[src/rtl/count_ctrl.sv]
// count_ctrl: CE/UP/SCLR sequencer for the 8-bit up/down counter with internal step tick and shadow count.
// Define COUNT_CTRL_DWELL_EN to hold 2 ticks at each bounce/triangle turnaround.
module count_ctrl #(
    parameter int TICK_DIV = 5000000
) (
    input  logic       clk_5MHz,
    input  logic       reset,
    input  logic       start,
    input  logic       stop,
    input  logic [1:0] mode,
    input  logic [7:0] hi,
    output logic       cnt_ce,
    output logic       cnt_up,
    output logic       cnt_sclr,
    output logic [7:0] count,
    output logic       tick,
    output logic       busy,
    output logic       done,
    output logic       err
);
    localparam int DW = $clog2(TICK_DIV);
    typedef enum logic [1:0] {IDLE, CLR, RUN, DONE} state_t;
    state_t        state;
    logic [DW-1:0] div;
    logic [1:0]    mode_q;
    logic [7:0]    hi_q;
    logic          dir, next_dir, wrap, fin, hold;

    // bounce reverses at both ends, triangle only at hi; up-only modes keep dir=1
    assign next_dir = !mode_q[1] ? dir : (count == hi_q) ? 1'b0 : (count == 8'd0 && !mode_q[0]) ? 1'b1 : dir;
    assign wrap = mode_q == 2'b01 && count == hi_q;
    assign fin = cnt_ce && (cnt_up ? mode_q == 2'b00 && count + 8'd1 == hi_q : mode_q == 2'b11 && count == 8'd1);

`ifdef COUNT_CTRL_DWELL_EN
    logic [1:0] dwell;
    assign hold = mode_q[1] && next_dir != dir && dwell != 2'd2;
    always_ff @(posedge clk_5MHz or posedge reset) begin
        if (reset)
            dwell <= 2'd0;
        else if (state == CLR)
            dwell <= 2'd0;
        else if (state == RUN && tick && !stop)
            dwell <= hold ? dwell + 2'd1 : 2'd0;
    end
`else
    assign hold = 1'b0;
`endif

    always_ff @(posedge clk_5MHz or posedge reset) begin
        if (reset) begin
            state    <= IDLE;
            div      <= '0;
            mode_q   <= 2'b00;
            hi_q     <= 8'd0;
            dir      <= 1'b1;
            cnt_ce   <= 1'b0;
            cnt_up   <= 1'b1;
            cnt_sclr <= 1'b0;
            count    <= 8'd0;
            tick     <= 1'b0;
            busy     <= 1'b0;
            done     <= 1'b0;
            err      <= 1'b0;
        end else begin
            cnt_ce   <= 1'b0;
            cnt_sclr <= 1'b0;
            tick     <= 1'b0;
            err      <= 1'b0;
            // shadow mirrors whatever was driven onto the counter pins last cycle
            if (cnt_sclr)
                count <= 8'd0;
            else if (cnt_ce)
                count <= cnt_up ? count + 8'd1 : count - 8'd1;
            case (state)
                IDLE, DONE: if (start && !stop) begin
                    if (hi == 8'd0)
                        err <= 1'b1;
                    else begin
                        state    <= CLR;
                        mode_q   <= mode;
                        hi_q     <= hi;
                        cnt_sclr <= 1'b1;
                        done     <= 1'b0;
                    end
                end
                CLR: if (stop)
                    state <= IDLE;
                else begin
                    state  <= RUN;
                    busy   <= 1'b1;
                    dir    <= 1'b1;
                    cnt_up <= 1'b1;
                    div    <= DW'(TICK_DIV - 1);
                end
                RUN: if (stop) begin
                    state <= IDLE;
                    busy  <= 1'b0;
                end else if (fin) begin
                    state <= DONE;
                    busy  <= 1'b0;
                    done  <= 1'b1;
                end else begin
                    div  <= (div == '0) ? DW'(TICK_DIV - 1) : div - DW'(1);
                    tick <= div == DW'(1);
                    if (tick && !hold) begin
                        cnt_ce   <= !wrap;
                        cnt_sclr <= wrap;
                        cnt_up   <= next_dir;
                        dir      <= next_dir;
                    end
                end
            endcase
        end
    end
endmodule

[config.mk]
export PLATFORM = sky130hd
export DESIGN_NAME = count_ctrl
export DESIGN_NICKNAME = d
export VERILOG_FILES = /design/src/rtl/count_ctrl.sv
export SDC_FILE = /design/constraint.sdc
export NUM_CORES = 1
export LEC_CHECK = 0
export CAP_MARGIN = 10
export CORE_MARGIN = 1
export CORE_UTILIZATION = 50
export CTS_BUF_LIST = sky130_fd_sc_hd__clkbuf_8
export CTS_CLUSTER_DIAMETER = 80
export DETAILED_ROUTE_END_ITERATION = 10
export PLACE_DENSITY = 0.71
export SKIP_CTS_REPAIR_TIMING = 1
export SYNTH_ARGS = -nofsm -noshare
export SYNTH_HDL_FRONTEND = slang
export SYNTH_SLANG_ARGS = --single-unit
[constraint.sdc]
create_clock -name clk_5MHz -period 5.3 [get_ports clk_5MHz]
set_input_delay 1.59 -clock clk_5MHz [delete_from_list [all_inputs] [get_ports clk_5MHz]]
set_output_delay 1.59 -clock clk_5MHz [all_outputs]
set_load 0.05 [all_outputs]
Word-level counts from Yosys, hierarchy flattened
Cells that the tools add are included.
{"block": "word_totals", "regBits": 50, "elab_cells": 106, "rom_bits": 0, "mem_count": 0, "ramBits": 0, "input_bits": 14, "latch_bits": 0, "output_inout_bits": 15}
{"block": "classes", "magnitude_cmp": 0, "n_reduce_logical": 24, "div_mod_pow": 0, "add_sub_neg": 3, "n_eq_ne": 19, "bitwise_logic": 1, "shift": 0, "n_mux": 47, "multipliers": 0}
{"cell": "23-bit 2-to-1 mux", "count": 4}
{"cell": "23-bit case mux with 2 select lines", "count": 1}
{"cell": "1-bit 2-to-1 mux", "count": 29}
{"cell": "8-bit 2-to-1 mux", "count": 3}
{"cell": "23-bit by 1-bit equality test with 1-bit output (second input constant)", "count": 1}
{"cell": "23-bit zero test", "count": 1}
{"cell": "23-bit by 1-bit subtractor with 23-bit output (second input constant)", "count": 1}
{"cell": "8-bit equality test", "count": 2}
{"cell": "8-bit zero test", "count": 2}
{"cell": "2-bit inequality test (second input constant)", "count": 7}
{"cell": "2-bit 2-to-1 mux", "count": 5}
{"cell": "3-bit AND reduction", "count": 3}
{"cell": "8-bit by 1-bit adder with 8-bit output (second input constant)", "count": 1}
{"cell": "8-bit by 1-bit equality test with 1-bit output (second input constant)", "count": 1}
{"cell": "1-bit case mux with 2 select lines", "count": 4}
{"cell": "8-bit by 1-bit subtractor with 8-bit output (second input constant)", "count": 1}
{"cell": "7-bit AND reduction", "count": 1}
{"cell": "2-bit equality test (second input constant)", "count": 3}
{"cell": "1-bit logical AND", "count": 6}
{"cell": "6-bit inequality test (second input constant)", "count": 1}
{"cell": "2-bit case mux with 3 select lines", "count": 1}
{"cell": "2-bit nonzero test", "count": 3}
{"cell": "5-bit inequality test (second input constant)", "count": 1}
{"cell": "5-bit AND reduction", "count": 1}
{"cell": "other kinds (7)", "count": 11}

Longest topological paths before layout
{"block": "logic_depth", "depth_word": 9, "ltp_mapped": 11, "ltp_nobuf": 9}

Worst setup path after synthesis
OpenSTA, ideal clock, no wires.
{"block": "synth_path", "kind": "reg2reg", "startpoint": "reg count[1]", "endpoint": "reg div[9]", "period_less_slack_ns": 2.900, "stages_incl_launch_ff": 9, "setup_time_ns": 0.121, "path_buffers": 0, "slack_ns": 2.400, "arrival_time_ns": 2.779, "t_required_ns": 5.179, "path_cell_list": "dfrtp_1 -> ha_1 -> nand4_4 -> nor3b_1 -> o41ai_4 -> a2111oi_2 -> nor4_4 -> nand3_1 -> a22o_1"}
{"block": "synth_between", "elab_chain_len": 7}
{"item": "start: declaration", "line": "15", "source": "output logic [7:0] count,"}
{"item": "start signal: assignment", "line": "73", "source": "count <= cnt_up ? count + 8'd1 : count - 8'd1;"}
{"item": "8-bit by 1-bit adder with 8-bit output", "line": "32", "source": "assign fin = cnt_ce && (cnt_up ? mode_q == 2'b00 && count + 8'd1 == hi_q : mode_q == 2'b11 && count == 8'd1);"}
{"item": "8-bit equality test", "line": "32"}
{"item": "1-bit logical AND", "line": "32"}
{"item": "1-bit 2-to-1 mux *", "line": "32"}
{"item": "1-bit logical AND *", "line": "32"}
{"item": "2-bit inequality test (no line) *"}
{"item": "4-bit AND reduction (no line) *"}
{"item": "end signal: assignment", "line": "93", "source": "div <= DW'(TICK_DIV - 1);"}
{"item": "end signal: assignment", "line": "103", "source": "div <= (div == '0) ? DW'(TICK_DIV - 1) : div - DW'(1);"}
{"item": "end: declaration", "line": "24", "source": "logic [DW-1:0] div;"}
Mark *: on every way between the ends. The rest lies on a longest branch, timed or not.
A chain may end at the register's enable or synchronous reset.

Final worst setup path
{"block": "layout_path", "startpoint": "in stop", "endpoint": "reg div[1]"}
{"block": "layout_between", "elab_chain_len": 2}
{"item": "start: declaration", "line": "9", "source": "input logic stop,"}
{"item": "2-bit inequality test (no line)"}
{"item": "4-bit AND reduction (no line) *"}
Marks and branches as above.

==> impl_results.md <==
- Status: finished, final reports clean
- CP Capture Type: flip-flop
- Hold_ws: 0.534 ns
- GP Congestion: between 0.8 and 0.9
- Seq/Total Area, Yosys: 39.8%
- Synthesized area: 3150 µm²
- IO Port Bufs: 28
- Via count of the first global-routing pass: about 2600
- Die area: 6620 µm²
- CP startpoint kind: primary input
- Crit-path slowest cell: o21a_1
- Final hold violation count: 0
- Post-Place Cells: 431
- Clock Path Buffers: 2
- Core footprint: around 6000 µm²
- Synth Flop Type: dfrtp_1
- Number of DRC markers in iteration 0: 124
- Worst-margin pin slew: 1.03 ns
- Final wirelength: 7.24 mm
- Worst setup margin: 1.79 ns
- EDFF count, synth: 0
- CTS Root Cell: clkbuf_8
- Final Max Slew Viols: 0
- Share of cells above drive strength 1: between 7 and 8%
- Maximum vdd drop: 0.279 mV
- CP arrival: 3.70 ns
- Grt ovf: 0
- Die H: 81.4 µm
- Worst hold-check path type: flip-flop to flip-flop
- Unrepaired setup endpoints after global routing: false
- Largest net degree at the start of global routing: 51
- Seq cells post-synth: 50
- Post-DRT Antenna Nets: 0
- Pwr per Cell Area: 344 nW/µm²
- H-tree depth: 2
- Mux cell area share after synthesis: 4.21%
- Crit-path cells: clkdlybuf4s50_1 -> a21oi_1 -> o21a_1 -> mux2_1
- Top fanout value on the critical path: 21
- Slew HR: 30.6%
- Max Clock Freq: 285 MHz
- Most frequent cells in the layout: dfrtp_1 (49), nor2_1 (30), clkdlybuf4s50_1 (28)
- Fin nets: about 390
- Clock slew at reported path FFs: 0.10 ns
- Die outline width: a little over 80 µm
- Commonest non-fill, non-tap cell in the layout: dfrtp_1
- Distinct cell type count after synthesis: 60
- Final setup fails: 0
- Antenna Cells: 0
- Synthesized area per cell: ~9.2 µm²
- GRT Resource Usage Total: 24.2%
- Initial antenna violation count: 0
- Max cap viols: 0
- Setup Skew: between 0.01 and 0.015 ns
- Initial Util: 52.6%
- Min cycle time layout: 3.51 ns
- DP Worst Slack: 1.47 ns
- Pre-antenna DRT Iters: 4
- Fill count: 511
- Area grow syn2layout: 13.1%
- Post-synthesis cell count: 343
- Register area: 1250 µm²
- Worst Path Required: 5.49 ns
- Crit path largest cell delay: 0.73 ns
- Detailed-placement wirelength estimate: a little over 5 mm
- XOR/XNOR Fraction of Synth Area: 5.24%
- Post-synthesis compound-gate area fraction: roughly 18%
- Synth warn: 0
- Synth Area in Adders: around 3.6%
- CTS sink cnt: 50
- Setup TNS Final: 0 ns
- Post-Synth Simple-Gate Area: between 20% and 30%
- I/O Pins: 29
- Routed len/inst: approximately 16 µm
- Area of the multi-input gates: 1730 µm²
- Num rows: 28
- DRC errors left: 0
- First-pass GRT wire length: around 12 mm
- Static Leak: 1.40 nW
- Async SR Flop Fraction: 100%
- Via count: 2628
- Power, Total: 0.00123 W
- Post-synth net total: 366
- Critical path class: primary input to flip-flop
- Period utilisation layout: 66.3%
- CTS buffer count: 5
- Via density: between 5 and 6
- CTS tree: done
- Finished Layout Cells: 439
- Largest family of logic cells by synthesized area: simple AND/OR/NAND/NOR gates
- Worst-Skew Late Latency: 0.31 ns
==> per-stage QoR <==
step	utilization, %	area [µm²]
after floorplan	-	3150
after global placement	57.6	3450
after detailed placement	57.6	3450
after CTS	59.4	3560
after global routing	59.4	3560
final	59.4	3560
==> flip-flops by register name, summed over array words and instances, names as in the netlist, 2 cells and up <==
register  cells
div          23
mode_q        2
count         8
state         2
hi_q          8
==> kinds of logic (layout without fill, tap and decap cells) <==
family,count (synthesis),count (layout)
and+or+nand+nor,144,144
AOI/OAI and AO/OA,72,72
DFF,50,50
buffers and inverters,38,59
xor gates and xnor gates,18,18
muxes,12,12
adders and majority gates,9,9
==> per-layer routing <==
layer | GRT usage [%] | vias up | part of all wire (%)
met5 | 0 | - | 0
met4 | 8.75 | 0 | 0.99
met3 | 3.48 | 6 | 3.4
met2 | 39.5 | 57 | 50
met1 | 32.4 | 1270 | 46
li1 | - | 1295 | -
==> cell usage after synthesis (all sizes together) (3+ instances only) <==
master	instances	share of area, %
nor2	30	3.6
buf	8	1.7
mux2	10	3.6
o22ai	3	0.60
nor4	12	2.9
and3	6	1.2
o21a	5	1.2
nand2b	3	0.60
xnor2	10	3.0
nand3b	6	1.4
xor2	8	2.2
nor2b	5	0.99
ha	9	3.6
or3	5	0.99
nand4	7	1.9
inv	22	2.6
a22o	8	2.2
nand3	16	2.5
dfrtp	49	39
o21ai	10	1.6
nor3	18	2.9
nand2	27	3.2
nor3b	4	0.95
a21oi	15	2.4
a31oi	6	1.2
clkbuf	8	0.95
==> where the power goes <==
group          total (W)  internal (W)  switching [W]  leakage [nW]
Combinational   0.000409      0.000180       0.000229         0.739
Clock           0.000278      0.000142       0.000137        0.0585
Sequential      0.000538      0.000453      0.0000852         0.603
==> worst max-delay path, delay by kind of cell <==
kind | cells | cell delay, ns
muxes | 1 | 0.38
buffers and inverters | 1 | 0.51
AOI/OAI and AO/OA | 2 | 1.21
==> final timing paths <==
path / from / endpoint / slack [ns] / cells past startpoint
max: stop / div[1] / 1.79 / 4
min: div[20] / div[20] / 0.53 / 1
max reg2reg: count[0] / div[19] / 1.96 / 8
min reg2reg: div[20] / div[20] / 0.53 / 1
max in group asynchronous: reset / div[0] / 3.09 / 3
min in group asynchronous: reset / count[7] / 1.77 / 3
==> cell type report <==
class | instances | area share, %
well taps | 75 | 2.64
clock inverters | 3 | 1.23
inverters | 22 | 2.32
multi-input cells | 255 | 48.6
flip-flops and latches | 50 | 35.2
clock buffers | 5 | 1.93
repair buffers | 29 | 8.08
Power figures use the tool's default switching activity.
